<file path="src/rtl/mult_div_unit.sv">
// Iterative MULT/MULTU/DIV/DIVU engine owning the HI/LO registers, plus MTHI/MTLO writes.
// Latency: Done pulses WIDTH+1 edges after the accepted Start edge; MTHI/MTLO land at the next edge.
// Backpressure: Busy=1 while an operation runs; Start and MTHI/MTLO are ignored then.
// Ports: clk/rst (async active-high); Start/Op/OperandA/OperandB launch an op;
//   WriteHi/WriteLo/WriteData load HI/LO directly; Hi/Lo results; Busy/Done/DivByZero status.
module mult_div_unit #(
  parameter int WIDTH = 32
) (
  input  logic             clk,
  input  logic             rst,
  input  logic             Start,
  input  logic [1:0]       Op,
  input  logic [WIDTH-1:0] OperandA,
  input  logic [WIDTH-1:0] OperandB,
  input  logic             WriteHi,
  input  logic             WriteLo,
  input  logic [WIDTH-1:0] WriteData,
  output logic [WIDTH-1:0] Hi,
  output logic [WIDTH-1:0] Lo,
  output logic             Busy,
  output logic             Done,
  output logic             DivByZero
);

  localparam int CW = (WIDTH > 1) ? $clog2(WIDTH) : 1;
  localparam logic [CW-1:0] LAST = CW'(WIDTH - 1);

  typedef enum logic [1:0] {IDLE, RUN, FIX} state_t;

  state_t state, nextState;

  logic [1:0]         opReg;       // Op[1]: divide, Op[0]: unsigned
  logic [WIDTH-1:0]   aMag;
  logic [WIDTH-1:0]   bMag;        // shifted right each cycle while multiplying
  logic [WIDTH-1:0]   aRaw;        // dividend as issued, returned in HI on divide-by-zero
  logic               signA;
  logic               signB;
  logic [2*WIDTH-1:0] acc;
  logic [CW-1:0]      count;
  logic [WIDTH-1:0]   hiReg;
  logic [WIDTH-1:0]   loReg;
  logic               doneReg;
  logic               dbzReg;

  logic               startSigned;
  logic               startSignA;
  logic               startSignB;
  logic [WIDTH:0]     mulSum;
  logic [WIDTH:0]     shiftRem;
  logic               remFits;
  logic [WIDTH-1:0]   newRem;
  logic [2*WIDTH-1:0] product;
  logic [WIDTH-1:0]   quot;
  logic [WIDTH-1:0]   rem;

  assign Hi        = hiReg;
  assign Lo        = loReg;
  assign Busy      = (state != IDLE);
  assign Done      = doneReg;
  assign DivByZero = dbzReg;

  // Signed ops work on magnitudes; signs are reapplied in FIX.
  assign startSigned = ~Op[0];
  assign startSignA  = startSigned & OperandA[WIDTH-1];
  assign startSignB  = startSigned & OperandB[WIDTH-1];

  always_comb begin
    // Multiply step: add the multiplicand into the upper half when the current
    // multiplier bit is set; the carry is kept so the following right shift is exact.
    mulSum   = {1'b0, acc[2*WIDTH-1:WIDTH]} + {1'b0, (bMag[0] ? aMag : {WIDTH{1'b0}})};
    // Restoring divide step: upper half is the partial remainder, the lower half
    // shifts the dividend out MSB first and the quotient bits in LSB first.
    shiftRem = {acc[2*WIDTH-1:WIDTH], acc[WIDTH-1]};
    remFits  = (shiftRem >= {1'b0, bMag});
    newRem   = WIDTH'(shiftRem - {1'b0, bMag});
    product  = (signA ^ signB) ? -acc : acc;
    quot     = (signA ^ signB) ? -acc[WIDTH-1:0] : acc[WIDTH-1:0];
    rem      = signA ? -acc[2*WIDTH-1:WIDTH] : acc[2*WIDTH-1:WIDTH];
  end

  always_ff @(posedge clk or posedge rst) begin
    if (rst) state <= IDLE;
    else     state <= nextState;
  end

  always_comb begin
    nextState = state;
    case (state)
      IDLE:    if (Start) nextState = RUN;
      RUN:     if (count == LAST) nextState = FIX;
      FIX:     nextState = IDLE;
      default: nextState = IDLE;
    endcase
  end

  always_ff @(posedge clk or posedge rst) begin
    if (rst) begin
      opReg   <= 2'b00;
      aMag    <= '0;
      bMag    <= '0;
      aRaw    <= '0;
      signA   <= 1'b0;
      signB   <= 1'b0;
      acc     <= '0;
      count   <= '0;
      hiReg   <= '0;
      loReg   <= '0;
      doneReg <= 1'b0;
      dbzReg  <= 1'b0;
    end else begin
      doneReg <= 1'b0;
      dbzReg  <= 1'b0;
      case (state)
        IDLE: begin
          if (Start) begin
            opReg <= Op;
            aMag  <= startSignA ? -OperandA : OperandA;
            bMag  <= startSignB ? -OperandB : OperandB;
            aRaw  <= OperandA;
            signA <= startSignA;
            signB <= startSignB;
            acc   <= {WIDTH'(0), (startSignA ? -OperandA : OperandA)} & {{WIDTH{1'b0}}, {WIDTH{Op[1]}}};
            count <= '0;
          end else begin
            if (WriteHi) hiReg <= WriteData;
            if (WriteLo) loReg <= WriteData;
          end
        end
        RUN: begin
          count <= count + CW'(1);
          if (!opReg[1]) begin
            acc  <= {mulSum, acc[WIDTH-1:1]};
            bMag <= bMag >> 1;
          end else if (remFits) begin
            acc <= {newRem, acc[WIDTH-2:0], 1'b1};
          end else begin
            acc <= {acc[2*WIDTH-2:0], 1'b0};
          end
        end
        FIX: begin
          doneReg <= 1'b1;
          if (!opReg[1]) begin
            {hiReg, loReg} <= product;
          end else if (bMag == '0) begin
            hiReg  <= aRaw;
            loReg  <= '1;
            dbzReg <= 1'b1;
          end else begin
            hiReg <= rem;
            loReg <= quot;
          end
        end
        default: ;
      endcase
    end
  end

endmodule

</file>
<file path="config.mk">
export PLATFORM = sky130hd
export DESIGN_NAME = mult_div_unit
export DESIGN_NICKNAME = d
export VERILOG_FILES = /design/src/rtl/mult_div_unit.sv
export SDC_FILE = /design/constraint.sdc
export NUM_CORES = 1
export LEC_CHECK = 0
export ABC_CLOCK_PERIOD_IN_PS = 8300
export BUFFER_PORTS_ARGS = -buffer_cell sky130_fd_sc_hd__buf_2
export CORE_MARGIN = 2
export CORE_UTILIZATION = 26
export CTS_CLUSTER_SIZE = 12
export DETAILED_ROUTE_END_ITERATION = 8
export PLACE_DENSITY = 0.39
export SETUP_SLACK_MARGIN = 0.3
export SLEW_MARGIN = 20
export SYNTH_ARGS = -nofsm -noshare
export SYNTH_HDL_FRONTEND = slang
export SYNTH_SLANG_ARGS = --single-unit
export TNS_END_PERCENT = 100
</file>
<file path="constraint.sdc">
create_clock -name clk -period 8.3 [get_ports clk]
set_clock_uncertainty 0.05 [all_clocks]
set_input_delay 1.245 -clock clk [delete_from_list [all_inputs] [get_ports clk]]
set_output_delay 1.245 -clock clk [all_outputs]
set_load 0.02 [all_outputs]
</file>
# Word level (Yosys, flattened, before mapping)
# Cells that the tools add are included.
[op_classes]
add_sub_neg = 8
magnitude_cmp = 1
n_eq_ne = 9
muxes = 32
bitwise_logic = 5
n_reduce_logical = 11
[ops]
columns = ["cell", "count"]
rows = [
  ["$mux 32", 15],
  ["$mux 64", 4],
  ["$pmux 32 s2", 3],
  ["$neg 32->32", 4],
  ["$pmux 64 s2", 1],
  ["$neg 64->64", 1],
  ["$add 32x32->33", 1],
  ["$ge 33x32->1", 1],
  ["$and 32x32->32", 1],
  ["$logic_not 32->1", 1],
  ["$sub 32x32->32", 1],
  ["$ne 2x2->1 const B", 6],
  ["$pmux 5 s2", 1],
  ["$reduce_and 3->1", 3],
  ["$reduce_and 2->1", 3],
  ["$reduce_bool 2->1", 3],
  ["$add 5x1->5 const B", 1],
  ["$eq 5x5->1 const B", 1],
  ["$mux 5", 1],
  ["$mux 1", 4],
  ["$mux 2", 2],
  ["$pmux 2 s2", 1],
  ["$and 1x1->1", 2],
  ["$eq 2x1->1 const B", 1],
  ["4 further kinds", 4],
]
[word_totals]
register_bits = 237
wordCells = 79

# Logic depth before layout (Yosys ltp)
# Gate-level depths: netlist of the first run.
[logic_depth]
word_depth = 6
ltp_mapped = 15
mapped_depth_nobuf = 14

# Least setup slack after synthesis of the first run
# OpenSTA, ideal clock, no wires.
[synth_timing]
path_kind = "register to register"
startpoint = "reg acc[32]"
endpoint = "reg hiReg[29], in the netlist Hi[29]"
t_arrival_ns = 3.512
setup_slack_ns = 4.605
path_stages_with_launch = 13
path_buffers = 2
period_less_slack_ns = 3.695
cell_sequence = "dfrtp_1 > or3_4 > or3_4 > or4_1 > buf_2 > or4b_1 > clkbuf_2 > or3_1 > nand2_1 > xor2_1 > nor2_1 > a2111oi_2 > nor3_1"
[synth_between]
elab_chain_cells = 5
elab_cells_between_ends = 7
cone_classes = "add/sub: 2; mux: 5"
[synth_rtl]
columns = ["item", "line_no", "text"]
rows = [
  ["start: declaration", "38", "logic [2*WIDTH-1:0] acc;"],
  ["start signal: assignment", "122", "acc <= {WIDTH'(0), (startSignA ? -OperandA : OperandA)} & {{WIDTH{1'b0}}, {WIDTH{Op[1]}}};"],
  ["start signal: assignment", "132", "acc <= {mulSum, acc[WIDTH-1:1]};"],
  ["start signal: assignment", "135", "acc <= {newRem, acc[WIDTH-2:0], 1'b1};"],
  ["$neg 32->32", "78", "rem = signA ? -acc[2*WIDTH-1:WIDTH] : acc[2*WIDTH-1:WIDTH];"],
  ["$mux 32", "78", ""],
  ["$mux 32", "144", "end else if (bMag == '0) begin"],
  ["$mux 32 (*)", "142", "if (!opReg[1]) begin"],
  ["$pmux 32 s2 (*)", "113", "case (state)"],
  ["end signal: assignment", "143", "{hiReg, loReg} <= product;"],
  ["end signal: assignment", "145", "hiReg <= aRaw;"],
  ["end signal: assignment", "149", "hiReg <= rem;"],
  ["end: declaration", "40", "logic [WIDTH-1:0] hiReg;"],
]
# Mark *: on every way between the ends. The rest lies on a longest branch, timed or not.
# A chain may end at the register's enable or synchronous reset.

# Final worst setup path of the first run
[layout_timing]
startpoint = "reg acc[4]"
endpoint = "reg hiReg[25], in the netlist Hi[25]"
[layout_between]
elab_chain_cells = 4
[layout_rtl]
columns = ["item", "line_no", "text"]
rows = [
  ["$neg 64->64", "76", "product = (signA ^ signB) ? -acc : acc;"],
  ["$mux 64", "76", ""],
  ["$mux 32", "142", ""],
  ["$pmux 32 s2", "113", ""],
]
# No other way between the ends.

==> summary.md, run 1 <==
| Metric | Value |
|---|---|
| Status | `completed` |
| Setup TNS | `0 ns` |
| Chip width | `between 200 and 300 µm` |
| CP Buf/Inv Count | `0` |
| Initial antenna violation count | `3` |
| Drt pass-1 iters | `5` |
| Worst rel slew slack | `0.2788` |
| R2r setup slk | `between 4 and 5 ns` |
| Critical path depth | `9` |
| Reg area | `between 5000 and 6000 µm²` |
| Cell Rows | `95` |
| Syn_area_per_cell | `around 8.0 µm²` |
| Routed wire length | `between 60000 and 70000 µm` |
| Initial Util | `0.2615` |
| CTS Buffer Depth | `3` |
| Arrival @ worst endpoint | `4.70 ns` |
| Layout area overhead | `15.46%` |
| Layout fillers | `7230` |
| Gpl congestion | `~0.84` |
| Max-slew violation count | `0` |
| Hold buffers post-CTS | `0` |
| Antenna viol nets, final | `0` |
| Post-synth EDFFs | `0` |
| Worst slew pin tran | `1.067 ns` |
| TritonCTS clock tree | `yes` |
| Root Driver | `clkbuf_16` |
| Share of layout cells above drive strength 1 | `0.1206` |
| CP Max Fanout | `15` |
| GRT overflow | `0` |
| Crit end category | `flip-flop` |
| Crit path to | `Hi[25]` |
| Sink Count | `approximately 240` |
| Post-synth top area cell | `dfrtp_1` |
| Asr flop ratio synth | `1.000` |
| Worst setup path startpoint | `acc[4]` |
| Hold Fails Final Rpt | `0` |
| Layout Utilization | `0.3019` |
| Chip height | `~260 µm` |
| WS Path Type | `flip-flop to flip-flop` |
| Vias in the first global route | `roughly 17000` |
| CORE AREA | `66920 µm²` |
| Most frequent cells in the layout | `nand2_1 (320), o21ai_0 (244), dfrtp_1 (234), buf_2 (169), a21oi_1 (153)` |
| Clk_lat worst skew | `0.60 ns` |
| Pwr dens | `453.4 nW/µm²` |
| R2R cell count | `9` |
| Syn Inst Count | `2191` |
| DRC | `0` |
| Die Footprint | `approximately 69000 µm²` |
| Reg clk slew, reported paths | `about 0.060 ns` |
| Top Ports | `170` |
| Final Cycle Share | `0.5156` |
| RSZ-0062 raised after global routing | `no` |
| Final setup viols | `0` |
| Crit-path cells | `or3_1, nor4b_1, nand3_1, or3_1, o41ai_1, xor2_1, nor2_1, a2111oi_0, nor3_1` |
| Startpoint type of the worst setup path | `flip-flop` |
| Worst R2R Start | `acc[4]` |
| Dominant cells by area after synthesis | `dfrtp_1 (34%), o21ai_0 (7.0%), nand2_1 (6.9%)` |
| Min Tclk post-route | `~4.3 ns` |
| Slowest-stage cell, CP | `nor4b_1` |
| Max incr delay on CP | `approximately 0.93 ns` |
| Max Cap Violations | `0` |
| Leak | `around 8.8 nW` |
| DR vias | `approximately 16000` |
| First-pass GRT wire length | `102500 µm` |
| FF+latch count, synth | `between 200 and 250` |
| Via density per instance | `between 5 and 6` |
| Total track usage | `0.1875` |
| Initial DRC count | `between 1000 and 1500` |
| Predominant post-synthesis flop cell | `dfrtp_1` |
| DR WL/cell | `between 20 and 25 µm` |
| # resized after CTS | `0` |
| Register area share after synthesis | `0.3361` |
| Net count, final | `roughly 2400` |
| Post-synth top area share | `0.3361` |
| Max VDD drop | `0.1744 mV` |
| Min-delay worst type | `flip-flop to flip-flop` |
| FMAX | `0.2337 GHz` |
| H-tree lvl count | `1` |
| Post-CTS Setup Bufs | `0` |
| Library cells used by synthesis | `66` |
| Mapped Nets | `about 2400` |
| Warning count from the yosys run | `0` |
| FF-to-FF End | `Hi[25]` |
| Crit path top cell by count | `or3_1` |
| Most common cell after layout, fill and taps aside | `nand2_1` |
| WP data required | `between 8 and 9 ns` |
| Num CTS Buffers | `31` |
| Largest net degree at the start of global routing | `roughly 150` |
| Port bufs | `169` |
| Synthesized cell area | `around 17000 µm²` |
| Largest delay share family, worst path | `simple AND/OR/NAND/NOR gates` |
| DP HPWL | `approximately 50000 µm` |
| Footprint of the multi-input gates | `10820 µm²` |
[flip-flops by register name, summed over array words and instances, names as in the netlist]
name,cells
aMag,32
Done,1
DivByZero,1
acc,64
count,5
Hi,32
Lo,32
signA,1
aRaw,31
signB,1
opReg,1
bMag,32
state,2
[how the worst min path moves through the flow]
stage          slack, ns  depth (start not counted)       end     start
3_3_place_gp        0.41                          2    Lo[19]    Lo[19]
5_1_grt             0.44                          2     Lo[8]     Lo[8]
2_1_floorplan       0.39                          2  aMag[31]  aMag[31]
3_5_place_dp        0.42                          2   aRaw[8]   aRaw[8]
6_report            0.42                          2    Lo[20]    Lo[20]
4_1_cts             0.43                          2    Lo[20]    Lo[20]
[stage by stage]
step | worst slack [ns] | total power, mW | hold slack (ns) | cells | cell area, µm²
2_1_floorplan | 0.5587 | 6.197 | 0.3876 | 2191 | 17500
3_3_place_gp | 3.870 | 7.823 | 0.4116 | 3112 | 19160
3_5_place_dp | 3.902 | 7.838 | 0.4152 | 3112 | 19170
4_1_cts | 4.124 | 9.261 | 0.4294 | 3169 | 20170
5_1_grt | 3.753 | 9.984 | 0.4440 | 3173 | 20200
6_report | 4.021 | 9.162 | 0.4235 | 3173 | 20200
[layer usage]
metal | up-vias | part of all wire | global-route usage
li1 | 7991 | - | -
met1 | 8067 | 0.46 | 0.2548
met2 | 299 | 0.49 | 0.3225
met3 | 74 | 0.032 | 0.01478
met4 | 0 | 0.023 | 0.04386
met5 | - | 0 | 0
[report_power, final]
part	total (mW)	internal, mW	switching (mW)
combinational	5.38	2.17	3.21
clock	1.36	0.805	0.555
sequential	2.42	1.71	0.707
total	9.16	4.69	4.47
[cell families after synthesis]
group	after synthesis	synth area share
adder cells (fa/ha/maj)	72	0.05234
AND/OR/NAND/NOR	691	0.1800
AO/OA/AOI/OAI	697	0.2439
XOR/XNOR	203	0.1016
buffers and inverters	230	0.04955
multiplexers	63	0.03654
flip-flops	235	0.3361
[worst register-to-register path: cells and delay by family, from the launching register on]
family	cells	cell delay (ns)
xor gates and xnor gates	1	0.18
AOI/OAI and AO/OA	2	0.90
DFF	1	0.45
and+or+nand+nor	6	2.58
[Yosys cell counts (31+ instances only)]
master,instances
a21o_1,31
a21oi_1,153
and2_1,35
clkbuf_1,129
dfrtp_1,235
ha_1,70
inv_1,83
mux2i_1,56
nand2_1,322
nor2_1,130
nor3_1,47
o211ai_1,38
o21ai_0,245
o22ai_1,50
xnor2_1,117
xor2_1,86
[final cells by class]
cell class	instances	area share
clock inverter	13	0.007307
sequential	235	0.2912
tap	873	0.05406
timing repair buffer	196	0.05351
clock buffer	44	0.04230
inverter	83	0.01579
multi-input combinational	1726	0.5354
antenna	3	0.0003716
(Power assumes the default switching activity.)
==> run 2: changes to the inputs <==
- ABC_CLOCK_PERIOD_IN_PS: 8300 -> 3600
- PLACE_DENSITY: 0.39 -> 0.41
- clock period: 8.3 -> 3.6 ns (I/O delays scaled with it)
==> run 2 against run 1 <==
First-iteration DRC count fell by 3.8%. Routed wire length rose by 4.8%. Register-to-register slack got worse by 3.8 ns. Largest cell class unchanged. Clock power increased by 150%. Global-route usage up 0.80 points. Critical endpoint is now Hi[31]. Cell count up 4.6%. Largest power group unchanged. Die area stayed put. Sequential power increased by 110%.
==> summary.md, run 2 (synthesized netlist as in run 1, its figures left out) <==
| Metric | Value |
|---|---|
| DR WL/cell | `20.87 µm (was 20.83 µm)` |
| FMAX | `0.2969 GHz (was 0.2337 GHz)` |
| Total track usage | `0.1955 (was 0.1875)` |
| WHS | `0.1010 ns (was 0.4235 ns)` |
| Worst rel slew slack | `0.4115 (was 0.2788)` |
| Initial Util | `0.2615 (unchanged)` |
| Startpoint type of the worst setup path | `flip-flop (unchanged)` |
| Min-delay worst type | `input pin to asynchronous set/reset pin (was flip-flop to flip-flop)` |
| Status | `completed (unchanged)` |
| Chip height | `263.4 µm (unchanged)` |
| Die Footprint | `69400 µm² (unchanged)` |
| First-pass GRT wire length | `105800 µm (was 102500 µm)` |
| TritonCTS clock tree | `yes (unchanged)` |
| Switch Pwr | `11.24 mW (was 4.473 mW)` |
| Routed wire length | `69270 µm (was 66100 µm)` |
| Layout Utilization | `0.3311 (was 0.3019)` |
| Placed cell area | `20200 µm² (was 19170 µm²)` |
| Num CTS Buffers | `34 (was 31)` |
| Max Cap Violations | `0 (unchanged)` |
| Crit end category | `flip-flop (unchanged)` |
| Final setup viols | `0 (unchanged)` |
| Layout area overhead | `26.61% (was 15.46%)` |
| Met3 Routed Length | `2005 µm (was 2106 µm)` |
| Most common cell after layout, fill and taps aside | `nand2_1 (unchanged)` |
| Metal-1 WL | `31090 µm (was 30210 µm)` |
| Leak | `9.649 nW (was 8.774 nW)` |
| Top Ports | `170 (unchanged)` |
| Most frequent cells in the layout | `nand2_1 (317), dfrtp_1 (230), o21ai_0 (227), buf_2 (169), buf_4 (160) (was nand2_1 (320), o21ai_0 (244), dfrtp_1 (234), buf_2 (169), a21oi_1 (153))` |
| Min Tclk post-route | `3.368 ns (was 4.279 ns)` |
| Slowest-stage cell, CP | `or4b_4 (was nor4b_1)` |
| Clk_lat worst skew | `0.56 ns (was 0.60 ns)` |
| RSZ-0062 raised after global routing | `yes (was no)` |
| DRC | `0 (unchanged)` |
| Max VDD drop | `0.3916 mV (was 0.1744 mV)` |
| Chip width | `263.4 µm (unchanged)` |
| Initial antenna violation count | `1 (was 3)` |
| Total power | `23.67 mW (was 9.162 mW)` |
| Max FFs per register | `64 (unchanged)` |
| Hold Fails Final Rpt | `0 (unchanged)` |
| GRT overflow | `0 (unchanged)` |
| H-tree lvl count | `2 (was 1)` |
| Net count, final | `2599 (was 2448)` |
| Cell Rows | `95 (unchanged)` |
| Via density per instance | `5.162 (was 5.178)` |
| DR vias | `17130 (was 16430)` |
| Worst slew pin tran | `0.8810 ns (was 1.067 ns)` |
| Layout Cells excl Fill | `3319 (was 3173)` |
| Max incr delay on CP | `0.59 ns (was 0.93 ns)` |
| Sink Count | `235 (unchanged)` |
| Combinational group share of total power | `0.645 (was 0.587)` |
| Port bufs | `169 (unchanged)` |
| Top routing layer in use | `met4 (unchanged)` |
| Antenna viol nets, final | `0 (unchanged)` |
| Arrival @ worst endpoint | `3.76 ns (was 4.70 ns)` |
| DP HPWL | `51750 µm (was 49470 µm)` |
| Share of layout cells above drive strength 1 | `0.2179 (was 0.1206)` |
| Met2 wire length | `35010 µm (was 32290 µm)` |
| Cell internal pwr | `12.43 mW (was 4.688 mW)` |
| Largest net degree at the start of global routing | `92 (was 153)` |
| Vias in the first global route | `17050 (was 16620)` |
| Crit path top cell by count | `or3_4 (was or3_1)` |
| Gpl congestion | `0.8695 (was 0.8440)` |
| Placed Instances | `3240 (was 3112)` |
| Diode count | `0 (was 3)` |
| WP data required | `3.99 ns (was 8.72 ns)` |
| CORE AREA | `66920 µm² (unchanged)` |
| Crit-path cells | `or3_4, or3_4, or4_4, or4b_4, or3_4, o31ai_4, xor2_1, o21ai_1, a21oi_1, nor3_1 (was or3_1, nor4b_1, nand3_1, or3_1, o41ai_1, xor2_1, nor2_1, a2111oi_0, nor3_1)` |
| Setup TNS | `0 ns (unchanged)` |
| Root Driver | `clkbuf_16 (unchanged)` |
| Worst setup margin | `0.2320 ns (was 4.021 ns)` |
| Final Cycle Share | `0.9356 (was 0.5156)` |
| Initial DRC count | `1077 (was 1119)` |
| R2r setup slk | `0.23 ns (was 4.02 ns)` |
| DP Worst Slack | `-0.09703 ns (was 3.902 ns)` |
| Most flops, register | `acc (unchanged)` |
| Hold buffers post-CTS | `0 (unchanged)` |
| Max-slew violation count | `0 (unchanged)` |
| CTS Buffer Depth | `3 (unchanged)` |
| Switch share | `0.4748 (was 0.4883)` |
| Pwr dens | `1068 nW/µm² (was 453.4 nW/µm²)` |
| Reg clk slew, reported paths | `0.06 ns (about the same)` |
| Drt pass-1 iters | `5 (unchanged)` |
| Post-Layout Inst Area | `22160 µm² (was 20200 µm²)` |
| WS Path Type | `flip-flop to flip-flop (unchanged)` |
| CP Max Fanout | `4 (was 15)` |
| Flop pwr share | `0.214 (was 0.264)` |
| Clk pwr share | `0.141 (was 0.148)` |
run 2: routing by layer:
| layer | track usage | up-vias |
|---|---|---|
| li1 | - | 8290 |
| met1 | 0.2545 | 8530 |
| met2 | 0.3464 | 256 |
| met3 | 0.02329 | 56 |
| met4 | 0.04000 | 0 |
| met5 | 0 | - |
run 2: final timing paths:
check | start | endpoint | cells past startpoint
min reg2reg | Hi[22] | Hi[22] | 2
min | rst | Lo[25] | 2
max | acc[32] | Hi[31] | 10
max reg2reg | acc[32] | Hi[31] | 10
max in group asynchronous | rst | bMag[0] | 3
min in group clk | OperandA[16] | aRaw[16] | 3
run 2: what timing repair did:
action	CTS	global route
setup endpoints to repair	37	53
cloned	1	2
pin swaps	11	29
buffers inserted	3	15
gates resized for setup	46	104
run 2: cell type report:
cell class | instances | area, µm²
Fill cell | 7111 | 44760
Multi-Input combinational cell | 1726 | 11460
Sequential cell | 235 | 5889
Timing Repair Buffer | 344 | 2325
Tap cell | 873 | 1092
Clock buffer | 49 | 977.2
Inverter | 83 | 315.3
Clock inverter | 9 | 96.34
run 2: critical path, delay by kind of cell (launching register included):
| kind | cells | cell delay (ns) |
|---|---|---|
| DFF | 1 | 0.37 |
| xor gates and xnor gates | 1 | 0.18 |
| AOI/OAI and AO/OA | 3 | 0.38 |
| and+or+nand+nor | 6 | 2.29 |
run 2: power groups by stage:
stage	Clock (mW)	Sequential [mW]	Combinational [mW]
final	3.34	5.07	15.3
after global routing	3.53	5.23	16.8
after CTS	3.43	5.06	14.4
after detailed placement	0	5.07	13.9
after global placement	0	5.06	13.8
after floorplan	0	5.22	9.07
